$ cat src/rtl/cpu_writeback_stage_pkg.sv
// Shared CPU writeback definitions: load-size encodings, result source indices
// and the skid-buffer state type.
package cpu_writeback_stage_pkg;

  localparam logic [1:0] LS_BYTE = 2'd0;
  localparam logic [1:0] LS_HALF = 2'd1;
  localparam logic [1:0] LS_WORD = 2'd2;

  localparam int unsigned SRC_ALU  = 0;
  localparam int unsigned SRC_LOAD = 1;
  localparam int unsigned SRC_PC4  = 2;
  localparam int unsigned SRC_CSR  = 3;

  typedef enum logic [1:0] {
    BUF_EMPTY = 2'd0,
    BUF_ONE   = 2'd1,
    BUF_TWO   = 2'd2
  } wb_buf_state_e;

endpackage

$ cat src/rtl/cpu_writeback_stage_load_extend.sv
// Load data alignment and sign/zero extension for a 32-bit load word.
module cpu_load_extend
  import cpu_writeback_stage_pkg::*;
(
  input  logic [31:0] word_i,
  input  logic [1:0]  size_i,
  input  logic        signed_i,
  input  logic [1:0]  off_i,
  output logic [31:0] data_o
);

  logic [7:0]  byte_v;
  logic [15:0] half_v;

  // Halfword loads are half-aligned, so only off_i[1] picks the lane.
  assign byte_v = word_i[{off_i, 3'b000} +: 8];
  assign half_v = word_i[{off_i[1], 4'b0000} +: 16];

  always_comb begin
    data_o = word_i;
    unique case (size_i)
      LS_BYTE: data_o = {{24{signed_i & byte_v[7]}}, byte_v};
      LS_HALF: data_o = {{16{signed_i & half_v[15]}}, half_v};
      default: data_o = word_i;
    endcase
  end

endmodule

$ cat src/rtl/cpu_writeback_stage.sv
// Register-file writeback stage: source select, load extension and a 2-entry
// skid buffer whose head drives the register-file write port and forwarding.
module cpu_writeback_stage
  import cpu_writeback_stage_pkg::*;
#(
  parameter int unsigned DW          = 32,
  parameter int unsigned AW          = 5,
  parameter int unsigned NSRC        = 4,
  parameter int unsigned SELW        = 2,
  parameter int unsigned LOAD_SRC    = SRC_LOAD,
  parameter bit          ZERO_REG_EN = 1'b1
) (
  input  logic               clk,
  input  logic               rst_n,
  input  logic               in_valid,
  output logic               in_ready,
  input  logic [SELW-1:0]    in_sel,
  input  logic [NSRC*DW-1:0] in_data,
  input  logic [AW-1:0]      in_rd,
  input  logic [1:0]         in_ld_size,
  input  logic               in_ld_signed,
  input  logic [1:0]         in_byte_off,
  output logic               rf_we,
  input  logic               rf_ready,
  output logic [AW-1:0]      rf_waddr,
  output logic [DW-1:0]      rf_wdata,
  output logic               sel_err
);

  wb_buf_state_e state_q, state_d;
  logic          in_ready_q;
  logic          sel_err_q, sel_err_d;
  logic [AW-1:0] head_addr_q, head_addr_d;
  logic [DW-1:0] head_data_q, head_data_d;
  logic [AW-1:0] skid_addr_q, skid_addr_d;
  logic [DW-1:0] skid_data_q, skid_data_d;

  logic [DW-1:0] ld_data;
  logic [DW-1:0] sel_data;
  logic          sel_ok;
  logic          accept;
  logic          discard;
  logic          push;
  logic          pop;

  generate
    if (DW == 32) begin : g_ext
      cpu_load_extend u_load_extend (
        .word_i   (in_data[LOAD_SRC*DW +: DW]),
        .size_i   (in_ld_size),
        .signed_i (in_ld_signed),
        .off_i    (in_byte_off),
        .data_o   (ld_data)
      );
    end else begin : g_no_ext
      assign ld_data = in_data[LOAD_SRC*DW +: DW];
    end
  endgenerate

  // Out-of-range selects fall through with zero data and sel_ok low.
  always_comb begin
    sel_data = '0;
    sel_ok   = 1'b0;
    for (int unsigned k = 0; k < NSRC; k++) begin
      if (in_sel == SELW'(k)) begin
        sel_ok   = 1'b1;
        sel_data = (k == LOAD_SRC) ? ld_data : in_data[k*DW +: DW];
      end
    end
  end

  assign accept  = in_valid & in_ready_q;
  assign discard = ZERO_REG_EN && (in_rd == '0);
  assign push    = accept & ~discard;
  assign rf_we   = (state_q != BUF_EMPTY);
  assign pop     = rf_we & rf_ready;

  assign in_ready = in_ready_q;
  assign rf_waddr = head_addr_q;
  assign rf_wdata = head_data_q;
  assign sel_err  = sel_err_q;

  always_comb begin
    state_d     = state_q;
    head_addr_d = head_addr_q;
    head_data_d = head_data_q;
    skid_addr_d = skid_addr_q;
    skid_data_d = skid_data_q;
    sel_err_d   = sel_err_q | (accept & ~sel_ok);
    unique case (state_q)
      BUF_EMPTY: begin
        if (push) begin
          state_d     = BUF_ONE;
          head_addr_d = in_rd;
          head_data_d = sel_data;
        end
      end
      BUF_ONE: begin
        if (push && !pop) begin
          state_d     = BUF_TWO;
          skid_addr_d = in_rd;
          skid_data_d = sel_data;
        end else if (push && pop) begin
          head_addr_d = in_rd;
          head_data_d = sel_data;
        end else if (pop) begin
          state_d = BUF_EMPTY;
        end
      end
      BUF_TWO: begin
        if (pop) begin
          state_d     = BUF_ONE;
          head_addr_d = skid_addr_q;
          head_data_d = skid_data_q;
        end
      end
      default: state_d = BUF_EMPTY;
    endcase
  end

  always_ff @(posedge clk or negedge rst_n) begin
    if (!rst_n) begin
      state_q     <= BUF_EMPTY;
      in_ready_q  <= 1'b1;
      sel_err_q   <= 1'b0;
      head_addr_q <= '0;
      head_data_q <= '0;
      skid_addr_q <= '0;
      skid_data_q <= '0;
    end else begin
      state_q     <= state_d;
      in_ready_q  <= (state_d != BUF_TWO);
      sel_err_q   <= sel_err_d;
      head_addr_q <= head_addr_d;
      head_data_q <= head_data_d;
      skid_addr_q <= skid_addr_d;
      skid_data_q <= skid_data_d;
    end
  end

endmodule

$ cat config.mk
export PLATFORM = sky130hd
export DESIGN_NAME = cpu_writeback_stage
export DESIGN_NICKNAME = d
export VERILOG_FILES = /design/src/rtl/cpu_writeback_stage_pkg.sv /design/src/rtl/cpu_writeback_stage_load_extend.sv /design/src/rtl/cpu_writeback_stage.sv
export SDC_FILE = /design/constraint.sdc
export NUM_CORES = 1
export LEC_CHECK = 0
export ABC_AREA = 1
export ABC_CLOCK_PERIOD_IN_PS = 1900
export BUFFER_PORTS_ARGS = -buffer_cell sky130_fd_sc_hd__buf_2
export CAP_MARGIN = 40
export CORE_MARGIN = 5
export CORE_UTILIZATION = 50
export DETAILED_ROUTE_END_ITERATION = 8
export GPL_ROUTABILITY_DRIVEN = 1
export PLACE_DENSITY = 0.87
export SYNTH_ARGS = -nofsm -noshare
export SYNTH_HDL_FRONTEND = slang
export SYNTH_SLANG_ARGS = --single-unit
$ cat constraint.sdc
create_clock -name clk -period 1.9 [get_ports clk]
set_input_delay 0.38 -clock clk [delete_from_list [all_inputs] [get_ports clk]]
set_output_delay 0.38 -clock clk [all_outputs]
set_load 0.01 [all_outputs]
* After elaboration in Yosys (flattened, before gate mapping)
Index checks and enable logic that the tools add are counted.
Widths: inputs -> output; s select.
** Word-level totals
- Bits in registers :: 78
- Input bits :: 144
- Output and inout port bits :: 40
- Logic and storage cells :: 65
** Operators by class
- Eq/ne operators :: 11
- Shift operators :: 2
- Mux-type cells :: 25
- Bitwise gates (word level) :: 9
- Reductions and logical operators :: 11
** Operator list (count)
- $mux 32 :: 8
- $pmux 32 s3 :: 1
- $pmux 32 s2 :: 1
- $shiftx 32x6->16 :: 1
- $shiftx 32x6->8 :: 1
- $mux 5 :: 4
- $pmux 5 s3 :: 1
- $mux 2 :: 5
- $ne 2x2->1 const B :: 5
- $and 1x1->1 :: 6
- $eq 2x1->1 const B :: 3
- $eq 2x2->1 const B :: 3
- $logic_not 2->1 :: 3
- $pmux 2 s3 :: 1
- $logic_not 5->1 :: 1
- $reduce_and 5->1 :: 1
- $mux 1 :: 4
- $reduce_bool 3->1 :: 1
- $logic_and 1x1->1 :: 2
- $not 1->1 :: 2
- $reduce_and 2->1 :: 1
- $reduce_bool 2->1 :: 1
- $logic_not 1->1 :: 1
- $or 1x1->1 :: 1

* Logic depth before layout (Yosys ltp)
Gate-level depths: netlist (run 1).
- Word-level depth :: 9
- Depth in mapped cells :: 14
- Mapped depth without buffers :: 13

* Cells and area by module
A second synthesis (run 1) with hierarchy kept.
** Second synthesis, totals
- Cell total of the unflattened synthesis :: 795
- Area, all modules :: 5501.5 sq um
** Modules (own cells, without submodules)
- cpu_writeback_stage :: times used 1, cells each 642, area an instance 4580.6 sq um, sequential area each 1953.1 sq um
- cpu_load_extend :: times used 1, cells each 153, area an instance 920.9 sq um, sequential area each 0.0 sq um

* Worst setup path before layout (run 1)
No wires, ideal clock.
- Path kind :: input to register
- Start point :: input in_rd[2]
- End point :: register head_data_q[25] (netlist: rf_wdata[25])
- Setup time :: 0.116 ns
- Data arrival time :: 1.432 ns
- Data required time :: 1.784 ns
- Setup slack :: 0.352 ns
- Stages :: 12
- Cells stage by stage :: nor3_1 -> nand2_1 -> nand3_1 -> inv_1 -> nand2_1 -> nand2_1 -> nand2_1 -> buf_2 -> buf_2 -> nor2_1 -> nand2_1 -> nand2_1
** Between the ends
- Longest elaborated chain between the ends :: 6
- Elaborated cells between the ends (all ways) :: 9
- Classes of those cells :: eq/ne: 3; bitwise: 2; reduce/logical: 4
** Ends and longest elaborated chain
- from (decl) :: line cpu_writeback_stage.sv:19 : input logic [AW-1:0] in_rd,
- $logic_not 5->1 * :: line cpu_writeback_stage.sv:73 : assign discard = ZERO_REG_EN && (in_rd == '0);
- $not 1->1 * :: line cpu_writeback_stage.sv:74 : assign push = accept & ~discard;
- $and 1x1->1 * :: line cpu_writeback_stage.sv:74
- $logic_and 1x1->1 (on tied branches) :: line cpu_writeback_stage.sv:103, cpu_writeback_stage.sv:99
- $ne 2x2->1 (no source line)
- $reduce_and 5->1 (no source line) *
- to (signal assigned) :: line cpu_writeback_stage.sv:135 : head_data_q <= head_data_d;
- to (decl) :: line cpu_writeback_stage.sv:34 : logic [DW-1:0] head_data_q, head_data_d;
Every way passes the cells marked *; elsewhere a longest branch is shown, timed or not.
A chain may end at the register's enable or synchronous reset.

* Worst setup path after layout (run 1)
- Start point :: register in_ready_q (netlist: in_ready)
- End point :: register head_data_q[26] (netlist: rf_wdata[26])
** Between the ends
- Longest elaborated chain between the ends :: 5
- Elaborated cells between the ends (all ways) :: 8
- Classes of those cells :: eq/ne: 3; bitwise: 2; reduce/logical: 3
** Ends and longest elaborated chain
- from (decl) :: line cpu_writeback_stage.sv:31 : logic in_ready_q;
- from (signal assigned) :: line cpu_writeback_stage.sv:132 : in_ready_q <= (state_d != BUF_TWO);
- $and 1x1->1 * :: line cpu_writeback_stage.sv:72 : assign accept = in_valid & in_ready_q;
- $and 1x1->1 * :: line cpu_writeback_stage.sv:74
- $logic_and 1x1->1 (on tied branches) :: line cpu_writeback_stage.sv:103, cpu_writeback_stage.sv:99
- $ne 2x2->1 (no source line)
- $reduce_and 5->1 (no source line) *
Marked as above.

==> results.json, run 1 <==
{
  "run_status": "completed",
  "power_density_nw_per_um2": 1185,
  "setup-violations-final": 0,
  "drcViolationCount": 0,
  "cts.sink_count": 78,
  "track_usage": 0.2829,
  "floorplan.io_pins": 184,
  "maxCapViolations": 0,
  "fraction_of_layout_instances_using_a_drive_strength_above_1": 0.2730,
  "crit_arrival_ns": 1.93,
  "synth_to_layout_area_growth_pct": 31.03,
  "cts_htree_levels": 3,
  "proportion_of_synthesized_area_in_mux_cells": 0,
  "grt_overflow": 0,
  "floorplan.rows": 35,
  "synthFlopType": "dfrtp_1",
  "cts_setup_buffers": 0,
  "cts.root.buffer_cell": "clkbuf_8",
  "min_period_over_period": 0.8620,
  "crit_path_max_fanout": 18,
  "dr_total_vias": 5642,
  "design.die.area_um2": 11610,
  "most_common_cell_after_layout_fill_and_taps_aside": "nand2_1",
  "cts.path.max_buffers": 2,
  "fmax_ghz": 0.6106,
  "chipWidth_um": 107.8,
  "worstSetupStartpoint": "in_ready",
  "synth_cells": 730,
  "layout.nets": 1062,
  "p_seq_frac": 0.389,
  "library_cells_used_by_synthesis": 31,
  "final_antenna_net_count": 0,
  "timing_worst_setup_path_type": "flop to flop",
  "netSwitchingPower_mw": 3.057,
  "synth-adder-area-share": 0,
  "tritoncts.num_buffers": 9,
  "place.port_buffers": 183,
  "n_antenna_cell": 0,
  "synth-compound-area-share": 0.1571,
  "post_synthesis_sequential_area_ratio": 0.4087,
  "synthArstFlopShare": 1.000,
  "start_util": 0.5147,
  "synth_edf_count": 0,
  "cts.reportedPaths.clkPinSlew_ns": 0.10,
  "detail_route.wirelength_mm": 16.41,
  "synthXorXnorAreaFrac": 0,
  "synth.yosys.warnings": 0,
  "syn_avg_cell_area_um2": 6.546,
  "grt_pass1_vias": 5344,
  "clock_tree_from_tritoncts": "built",
  "power.combinational.fraction": 0.429,
  "route.detailed.wl_per_inst_um": 15.60,
  "die_h_um": 107.8,
  "core_area_um2": 9284,
  "worst_slew_pin_slew_ns": 0.5553,
  "detailedRoute.firstPassIterationCount": 5,
  "drtIter0Drc": 440,
  "most-common-layout-cells": "336 x nand2_1, 182 x buf_2, 77 x dfrtp_1, 63 x nor2_1, 55 x o21ai_0",
  "leakage_nw": 3.552,
  "clock_power_share": 0.182,
  "timing.hold.worst.start": "in_rd[1]",
  "timing.final.hold_violations": 0,
  "hold_path.class": "input port to flop",
  "proportion_of_total_power_due_to_net_switching": 0.4120,
  "drt-vias-per-instance": 5.363,
  "synth.cell_area_um2": 4778,
  "grt_first_pass_wirelength_mm": 25.81,
  "finish.cell_count_without_fillers": 1052,
  "final.min_clock_period_ns": 1.638,
  "start_kind": "flop",
  "endpoint_kind": "flop",
  "finalHoldWorstSlack_ns": 0.2549,
  "grt_setup_unrepaired": "false",
  "ir_drop_v": 0.0006736,
  "synth.net_count": 874,
  "drv_slew": 0,
  "yosys_register_bits": 78,
  "required_ns": 2.19,
  "placed_cells_incl_taps": 1035,
  "place_hpwl_mm": 12.52,
  "grt_antenna_before_repair": 0,
  "skew_ns": 0.007966,
  "synth_top_family_by_area": "simple AND/OR/NAND/NOR gates",
  "place_congestion": 0.9830,
  "crit-reg2reg-launch": "in_ready",
  "maxSlewHeadroom": 0.6298,
  "internal_pwr_total_mw": 4.363,
  "yosys.area_share.simple": 0.3721,
  "grt_max_degree": 55,
  "clk_lat_worst_skew_ns": 0.35
}
[sequential cells by signal (all words and copies together), names as in the netlist]
name	cells
state_q	2
rf_waddr	5
skid_data_q	32
rf_wdata	32
in_ready	1
sel_err	1
skid_addr_q	5
[worst max-delay path, cell delays in order, from the launching register on]
cell,delay [ns]
dfstp_2,0.54
nand3_1,0.09
inv_1,0.10
nand2_1,0.11
a21oi_4,0.41
o21ai_0,0.15
o21ai_0,0.17
[synth_stat cells, types with 2 or more instances]
library cell | number | area, um^2
a21oi_1 | 32 | 160.2
a221oi_1 | 16 | 140.1
a22oi_1 | 4 | 30.03
a31oi_1 | 5 | 31.28
buf_1 | 6 | 22.52
buf_2 | 12 | 60.06
buf_6 | 2 | 22.52
clkbuf_1 | 23 | 86.33
dfrtp_1 | 77 | 1927
inv_1 | 23 | 86.33
inv_2 | 2 | 7.510
nand2_1 | 337 | 1265
nand2_2 | 2 | 12.51
nand3_1 | 32 | 160.2
nor2_1 | 64 | 240.2
nor2_2 | 2 | 12.51
o21ai_0 | 55 | 275.3
o21ai_1 | 18 | 90.09
or2_0 | 4 | 25.02
or2_2 | 3 | 18.77
[timing repair]
item                       CTS  global route
setup endpoints to repair    0             5
hold endpoints to repair    23             0
gates resized for setup      0             1
hold buffers                 1             0
[power groups by stage]
| stage | clock network (mW) | registers [mW] | logic (mW) |
|---|---|---|---|
| 5_1_grt | 1.44 | 2.98 | 3.58 |
| 4_1_cts | 1.36 | 2.87 | 3.17 |
| 6_report | 1.35 | 2.89 | 3.18 |
| 3_3_place_gp | 0 | 2.88 | 3.07 |
| 3_5_place_dp | 0 | 2.90 | 3.15 |
| 2_1_floorplan | 0 | 3.01 | 1.75 |
[layout make-up]
class / count / area [um^2]
Fill cell: 833 / 3023
Sequential cell: 78 / 1953
Clock buffer: 9 / 123.9
Tap cell: 129 / 161.4
Inverter: 26 / 97.59
Timing Repair Buffer: 221 / 1294
Multi-Input combinational cell: 582 / 2541
Clock inverter: 7 / 90.09
[metal layers]
metal | GRT usage | up-vias | routed length [um]
met5 | 0 | - | 0
met3 | 0.04679 | 48 | 1412
met4 | 0.1037 | 0 | 546
met1 | 0.3699 | 2547 | 6591
li1 | - | 2736 | -
met2 | 0.4707 | 311 | 7856
[stage by stage]
| stage | setup slack, ns | area [um^2] | setup TNS [ns] | util | power, mW |
|---|---|---|---|---|---|
| 5_1_grt | 0.08811 | 6261 | 0 | 0.6744 | 7.998 |
| 4_1_cts | 0.04119 | 6254 | 0 | 0.6736 | 7.401 |
| 3_3_place_gp | 0.05462 | 6030 | 0 | 0.6495 | 5.950 |
| 2_1_floorplan | 0.3518 | 4778 | 0 | - | 4.761 |
| 6_report | 0.2622 | 6261 | 0 | 0.6744 | 7.419 |
| 3_5_place_dp | -0.02547 | 6030 | -0.04130 | 0.6495 | 6.047 |
[cells by family after synthesis]
| logic type | Yosys count |
|---|---|
| compound gates | 133 |
| buf+inv | 70 |
| flops | 78 |
| simple gates | 449 |
[final timing paths]
| check | end | slack (ns) | cells after the start |
|---|---|---|---|
| min reg2reg | sel_err | 0.38 | 0 |
| min in group asynchronous | rf_wdata[4] | 0.47 | 2 |
| max reg2reg | rf_wdata[26] | 0.26 | 6 |
| min | skid_addr_q[1] | 0.25 | 3 |
| max | rf_wdata[26] | 0.26 | 6 |
| max in group asynchronous | rf_wdata[6] | 0.89 | 3 |
Power figures use the tool's default switching activity.
==> run 2, diff against run 1 <==
- GPL_TIMING_DRIVEN: default -> 0
- SLEW_MARGIN: default -> 25
==> run 2 against run 1 <==
Cell area is 2.3% lower; sequential power is 1% lower; core utilization decreased by 1.5 points; sequential cell count unchanged; register-to-register slack lost 0.13 ns; largest power group unchanged.
==> results.json, run 2 (synthesis gave the netlist of run 1 again) <==
{
  "timing.final.hold_violations": 0,
  "leakage_nw": 3.452,
  "setup-violations-final": 0,
  "clock_tree_from_tritoncts": "built",
  "power_density_nw_per_um2": 1195,
  "route.detailed.wl_per_inst_um": 16.63,
  "design.die.area_um2": 11610,
  "timing.hold.worst.start": "in_rd[4]",
  "place_congestion": 0.9927,
  "floorplan.io_pins": 184,
  "detailedRoute.firstPassIterationCount": 7,
  "cts.reportedPaths.clkPinSlew_ns": 0.09,
  "ir_drop_v": 0.0005273,
  "start_util": 0.5147,
  "most-common-layout-cells": "337 x nand2_1, 193 x buf_2, 77 x dfrtp_1, 64 x nor2_1, 55 x o21ai_0",
  "cts_htree_levels": 3,
  "crit_path_max_fanout": 10,
  "layout.nets": 1072,
  "critical_path.cell_chain": "buf_2 > nand2_1 > clkinvlp_4 > clkbuf_1 > a221oi_1 > nand2_1 > o21ai_1 > nand2_1 > nand2_1 > nand2_1",
  "place_hpwl_mm": 13.72,
  "crit-reg2reg-launch": "in_ready",
  "place.port_buffers": 183,
  "maxCapViolations": 0,
  "critical-path-slowest-cell": "a221oi_1",
  "register_area_um2": 1953,
  "drt-vias-per-instance": 5.445,
  "min_period_over_period": 0.9419,
  "floorplan.rows": 35,
  "die_h_um": 107.8,
  "reg2reg_setup_slack_ns": 0.13,
  "grt_first_pass_wirelength_mm": 27.43,
  "worst_slew_pin_slew_ns": 0.6463,
  "final.min_clock_period_ns": 1.790,
  "grt_overflow": 0,
  "worstReg2RegEnd": "skid_data_q[15]",
  "cts.path.max_buffers": 2,
  "layout.core_utilization": 0.6590,
  "dp_slack_ns": -0.2430,
  "hold_path.class": "input port to flop",
  "detail_route.wirelength_mm": 17.68,
  "grt_antenna_before_repair": 1,
  "required_ns": 2.16,
  "grt_setup_unrepaired": "false",
  "skew_ns": 0.007509,
  "fraction_of_layout_instances_using_a_drive_strength_above_1": 0.2529,
  "drv_slew": 0,
  "longest_individual_stage_delay_on_the_worst_path_ns": 0.45,
  "fmax_ghz": 0.5588,
  "grt_max_degree": 49,
  "cp_top_family": "buffers and inverters",
  "timing_worst_setup_path_type": "input port to flop",
  "cts.sink_count": 78,
  "fill_cells": 876,
  "endpoint_kind": "flop",
  "maxSlewHeadroom": 0.5692,
  "track_usage": 0.3047,
  "min_delay_worst_endpoint": "skid_addr_q[4]",
  "r2r_cells": 6,
  "synth_to_layout_area_growth_pct": 28.04,
  "crit_arrival_ns": 2.05,
  "crit_path_top_cell_by_count": "nand2_1",
  "chipWidth_um": 107.8,
  "final_antenna_net_count": 0,
  "multiInputGateArea_um2": 2536,
  "dr_total_vias": 5788,
  "min_delay_path_depth": 3,
  "start_kind": "input port",
  "cts.root.buffer_cell": "clkbuf_8",
  "most_common_cell_after_layout_fill_and_taps_aside": "nand2_1",
  "grt_pass1_vias": 5282,
  "run_status": "completed",
  "worstSetupStartpoint": "in_sel[1]",
  "timing.critical_path.buf_inv": 3,
  "core_area_um2": 9284,
  "clk_lat_worst_skew_ns": 0.36,
  "drcViolationCount": 0,
  "tritoncts.num_buffers": 9,
  "fin_ws_ns": 0.1103,
  "drtIter0Drc": 593
}
run 2: repair_timing:
| item | 4_1_cts | 5_1_grt |
|---|---|---|
| hold buffers | 1 | 0 |
| resized for setup | 0 | 9 |
| endpoints found under the setup margin | 0 | 23 |
| buffers inserted | 0 | 2 |
| endpoints found under the hold margin | 29 | 0 |
run 2: layout make-up:
| type | count | area share |
|---|---|---|
| Antenna cell | 1 | 0.0004090 |
| Inverter | 26 | 0.01656 |
| Sequential cell | 78 | 0.3192 |
| Tap cell | 129 | 0.02638 |
| Timing Repair Buffer | 187 | 0.1587 |
| Multi-Input combinational cell | 582 | 0.4145 |
| Clock inverter | 7 | 0.01022 |
| Clock buffer | 9 | 0.02025 |
| Buffer | 44 | 0.03374 |
run 2: worst max path at each step:
| stage | endpoint | slack [ns] | cells after the start |
|---|---|---|---|
| after floorplan | rf_wdata[25] | 0.35 | 12 |
| after global placement | rf_wdata[27] | -0.26 | 10 |
| after detailed placement | rf_wdata[27] | -0.24 | 10 |
| after CTS | rf_wdata[5] | 0.03 | 7 |
| after global routing | skid_data_q[25] | 0.003 | 7 |
| final | rf_wdata[18] | 0.11 | 10 |
run 2: report_power, final:
| part | total, mW | switching (mW) | leakage (nW) | internal [mW] |
|---|---|---|---|---|
| clock | 1.22 | 0.717 | 0.0863 | 0.502 |
| combinational | 3.24 | 2.03 | 2.40 | 1.21 |
| sequential | 2.85 | 0.402 | 0.962 | 2.45 |
| total | 7.31 | 3.15 | 3.45 | 4.16 |
run 2: worst register-to-register path: stages (launching register included):
cell      delay, ns
dfstp_2        0.54
nand3_1        0.06
inv_1          0.09
nand4_1        0.34
clkbuf_1       0.37
nand2_1        0.13
o21ai_0        0.09
run 2: stage by stage:
| step | power [mW] | setup TNS (ns) | cell area (um^2) | hold slack [ns] | instances |
|---|---|---|---|---|---|
| floorplan | 4.761 | 0 | 4778 | 0.08441 | 730 |
| global placement | 5.872 | -12.09 | 5856 | 0.4349 | 1042 |
| detailed placement | 6.001 | -5.131 | 5886 | 0.3513 | 1043 |
| CTS | 7.217 | 0 | 6082 | 0.2410 | 1060 |
| global route | 7.843 | 0 | 6118 | 0.2504 | 1063 |
| finish | 7.310 | 0 | 6118 | 0.2450 | 1063 |
run 2: metal layers:
| layer | routed length (um) | up-vias | global-route usage |
|---|---|---|---|
| met3 | 1918 | 45 | 0.07259 |
| met4 | 597 | 0 | 0.1127 |
| met5 | 0 | - | 0 |
| met2 | 8224 | 312 | 0.4765 |
| li1 | - | 2756 | - |
| met1 | 6941 | 2675 | 0.4099 |
==> run 3, diff against run 2 <==
- CORE_ASPECT_RATIO: default -> 1.75
==> run 3 against run 2 <==
Count of clock-buffer cells in the layout is 1 higher; core utilization is 0.39 points higher; cell area is 1.9% higher; die area is 0.66% higher; sequential cell count stayed put; non-clock buffer count is 2 higher; worst setup slack worse by 0.036 ns; via count is 0.41% lower; largest power group unchanged; highest routed layer unchanged.
==> results.json, run 3 (synthesis gave the netlist of run 1 again) <==
{
  "p_total_mw": 7.816,
  "final_antenna_net_count": 0,
  "cts.reportedPaths.clkPinSlew_ns": 0.06,
  "design.die.area_um2": 11690,
  "grt_antenna_before_repair": 0,
  "floorplan.rows": 47,
  "fill_cells": 892,
  "crit_arrival_ns": 2.08,
  "synth_to_layout_area_growth_pct": 30.53,
  "clock_tree_from_tritoncts": "built",
  "run_status": "completed",
  "min_period_over_period": 0.9607,
  "crit-reg2reg-launch": "state_q[1]",
  "reg2reg_setup_slack_ns": 0.14,
  "detail_route.wirelength_mm": 18.61,
  "timing.final.hold_violations": 0,
  "crit_path_end": "rf_wdata[5]",
  "cts.path.max_buffers": 2,
  "place.port_buffers": 183,
  "worstSetupStartpoint": "in_byte_off[0]",
  "grt_pass1_vias": 5745,
  "final.min_clock_period_ns": 1.825,
  "timing.critical_path.buf_inv": 1,
  "drt-vias-per-instance": 5.453,
  "finalHoldWorstSlack_ns": 0.01979,
  "hold_path.class": "input port to asynchronous set/reset pin",
  "longest_individual_stage_delay_on_the_worst_path_ns": 0.66,
  "grt_overflow": 0,
  "clk_lat_worst_skew_ns": 0.34,
  "worstReg2RegEnd": "rf_waddr[0]",
  "cts.sink_count": 78,
  "start_kind": "input port",
  "layout.nets": 1074,
  "maxSlewHeadroom": 0.4514,
  "most-common-layout-cells": "337 x nand2_1, 191 x buf_2, 77 x dfrtp_1, 64 x nor2_1, 55 x o21ai_0",
  "setup-violations-final": 0,
  "drv_slew": 0,
  "power_density_nw_per_um2": 1253,
  "detailedRoute.firstPassIterationCount": 6,
  "ir_drop_v": 0.0006798,
  "skew_ns": 0.006351,
  "worst_slew_pin_slew_ns": 0.8229,
  "required_ns": 2.16,
  "grt_setup_unrepaired": "true",
  "floorplan.io_pins": 184,
  "endpoint_kind": "flop",
  "tritoncts.num_buffers": 9,
  "track_usage": 0.3098,
  "r2r_cells": 7,
  "critical_path_cell_count": 9,
  "drtIter0Drc": 449,
  "cts.root.buffer_cell": "clkbuf_16",
  "place_hpwl_mm": 14.86,
  "most_common_cell_after_layout_fill_and_taps_aside": "nand2_1",
  "chipWidth_um": 83.90,
  "crit_path_top_cell_by_count": "nand2_1",
  "cts_htree_levels": 3,
  "drcViolationCount": 0,
  "grt_first_pass_wirelength_mm": 28.55,
  "critical_path.cell_chain": "buf_2 > a21oi_1 > nand2_1 > nand3_1 > nand2_1 > nand2_1 > o21ai_0 > or2_0 > a21oi_1",
  "start_util": 0.5078,
  "grt_max_degree": 42,
  "route.detailed.wl_per_inst_um": 17.60,
  "leakage_nw": 3.520,
  "place_congestion": 1.046,
  "crit_path_max_fanout": 7,
  "maxCapViolations": 0,
  "n_antenna_cell": 0,
  "core_area_um2": 9409,
  "dr_total_vias": 5764,
  "cp_top_family": "compound AO/OA/AOI/OAI gates",
  "timing_worst_setup_path_type": "input port to flop",
  "critical-path-slowest-cell": "a21oi_1",
  "fraction_of_layout_instances_using_a_drive_strength_above_1": 0.2556,
  "die_h_um": 139.3,
  "multiInputGateArea_um2": 2542,
  "fmax_ghz": 0.5478,
  "register_area_um2": 1953
}
[run 3: metrics by stage]
step	setup WS (ns)	cell area [um^2]	instances	utilization	TNS, ns
floorplan	0.3518	4778	730	-	0
global placement	-0.5882	5847	1035	0.6214	-15.63
detailed placement	-0.6141	5869	1036	0.6238	-11.64
CTS	0.001111	6178	1052	0.6566	0
global route	-0.03565	6237	1057	0.6629	-0.1650
finish	0.07467	6237	1057	0.6629	0
[run 3: how the worst min path moves through the flow]
stage                         to  slack [ns]  cells after the start
floorplan            rf_waddr[0]        0.08                      0
global placement         sel_err        0.44                      1
detailed placement  rf_wdata[14]        0.39                      1
CTS                 rf_wdata[14]        0.03                      1
global route        rf_wdata[14]        0.06                      1
finish              rf_wdata[14]        0.02                      1
[run 3: metal layers]
layer	GRT usage	part of all wire	vias to the layer above
met5	0	0	-
met4	0.1746	0.052	0
met3	0.04790	0.070	69
met2	0.5657	0.53	315
met1	0.3342	0.35	2625
li1	-	-	2755
[run 3: area by class of cell]
| cell class | count | share of cell area |
|---|---|---|
| Multi-Input combinational cell | 582 | 0.4076 |
| Timing Repair Buffer | 189 | 0.1565 |
| Clock buffer | 10 | 0.03671 |
| Inverter | 26 | 0.01625 |
| Buffer | 44 | 0.03390 |
| Sequential cell | 78 | 0.3131 |
| Tap cell | 122 | 0.02447 |
| Clock inverter | 6 | 0.01143 |
[run 3: worst register-to-register path: cells and delay by family, from the launching register on]
family / cells / cell delay, ns
AO/OA/AOI/OAI: 1 / 0.21
buffers and inverters: 4 / 0.88
flip-flops: 1 / 0.40
AND/OR/NAND/NOR: 2 / 0.20
[run 3: power breakdown]
group	total [mW]	switching, mW	internal (mW)
Combinational	3.21	2.02	1.19
Clock	1.73	0.705	1.03
Sequential	2.87	0.415	2.46
Total	7.82	3.14	4.68
[run 3: timing repair]
action                     4_1_cts  5_1_grt
setup buffers                    0        5
hold endpoints to repair         0        0
hold buffers                     0        0
setup endpoints to repair        4       28
gates cloned                     0        0
resized for setup                3       10
pin swaps                        0        1
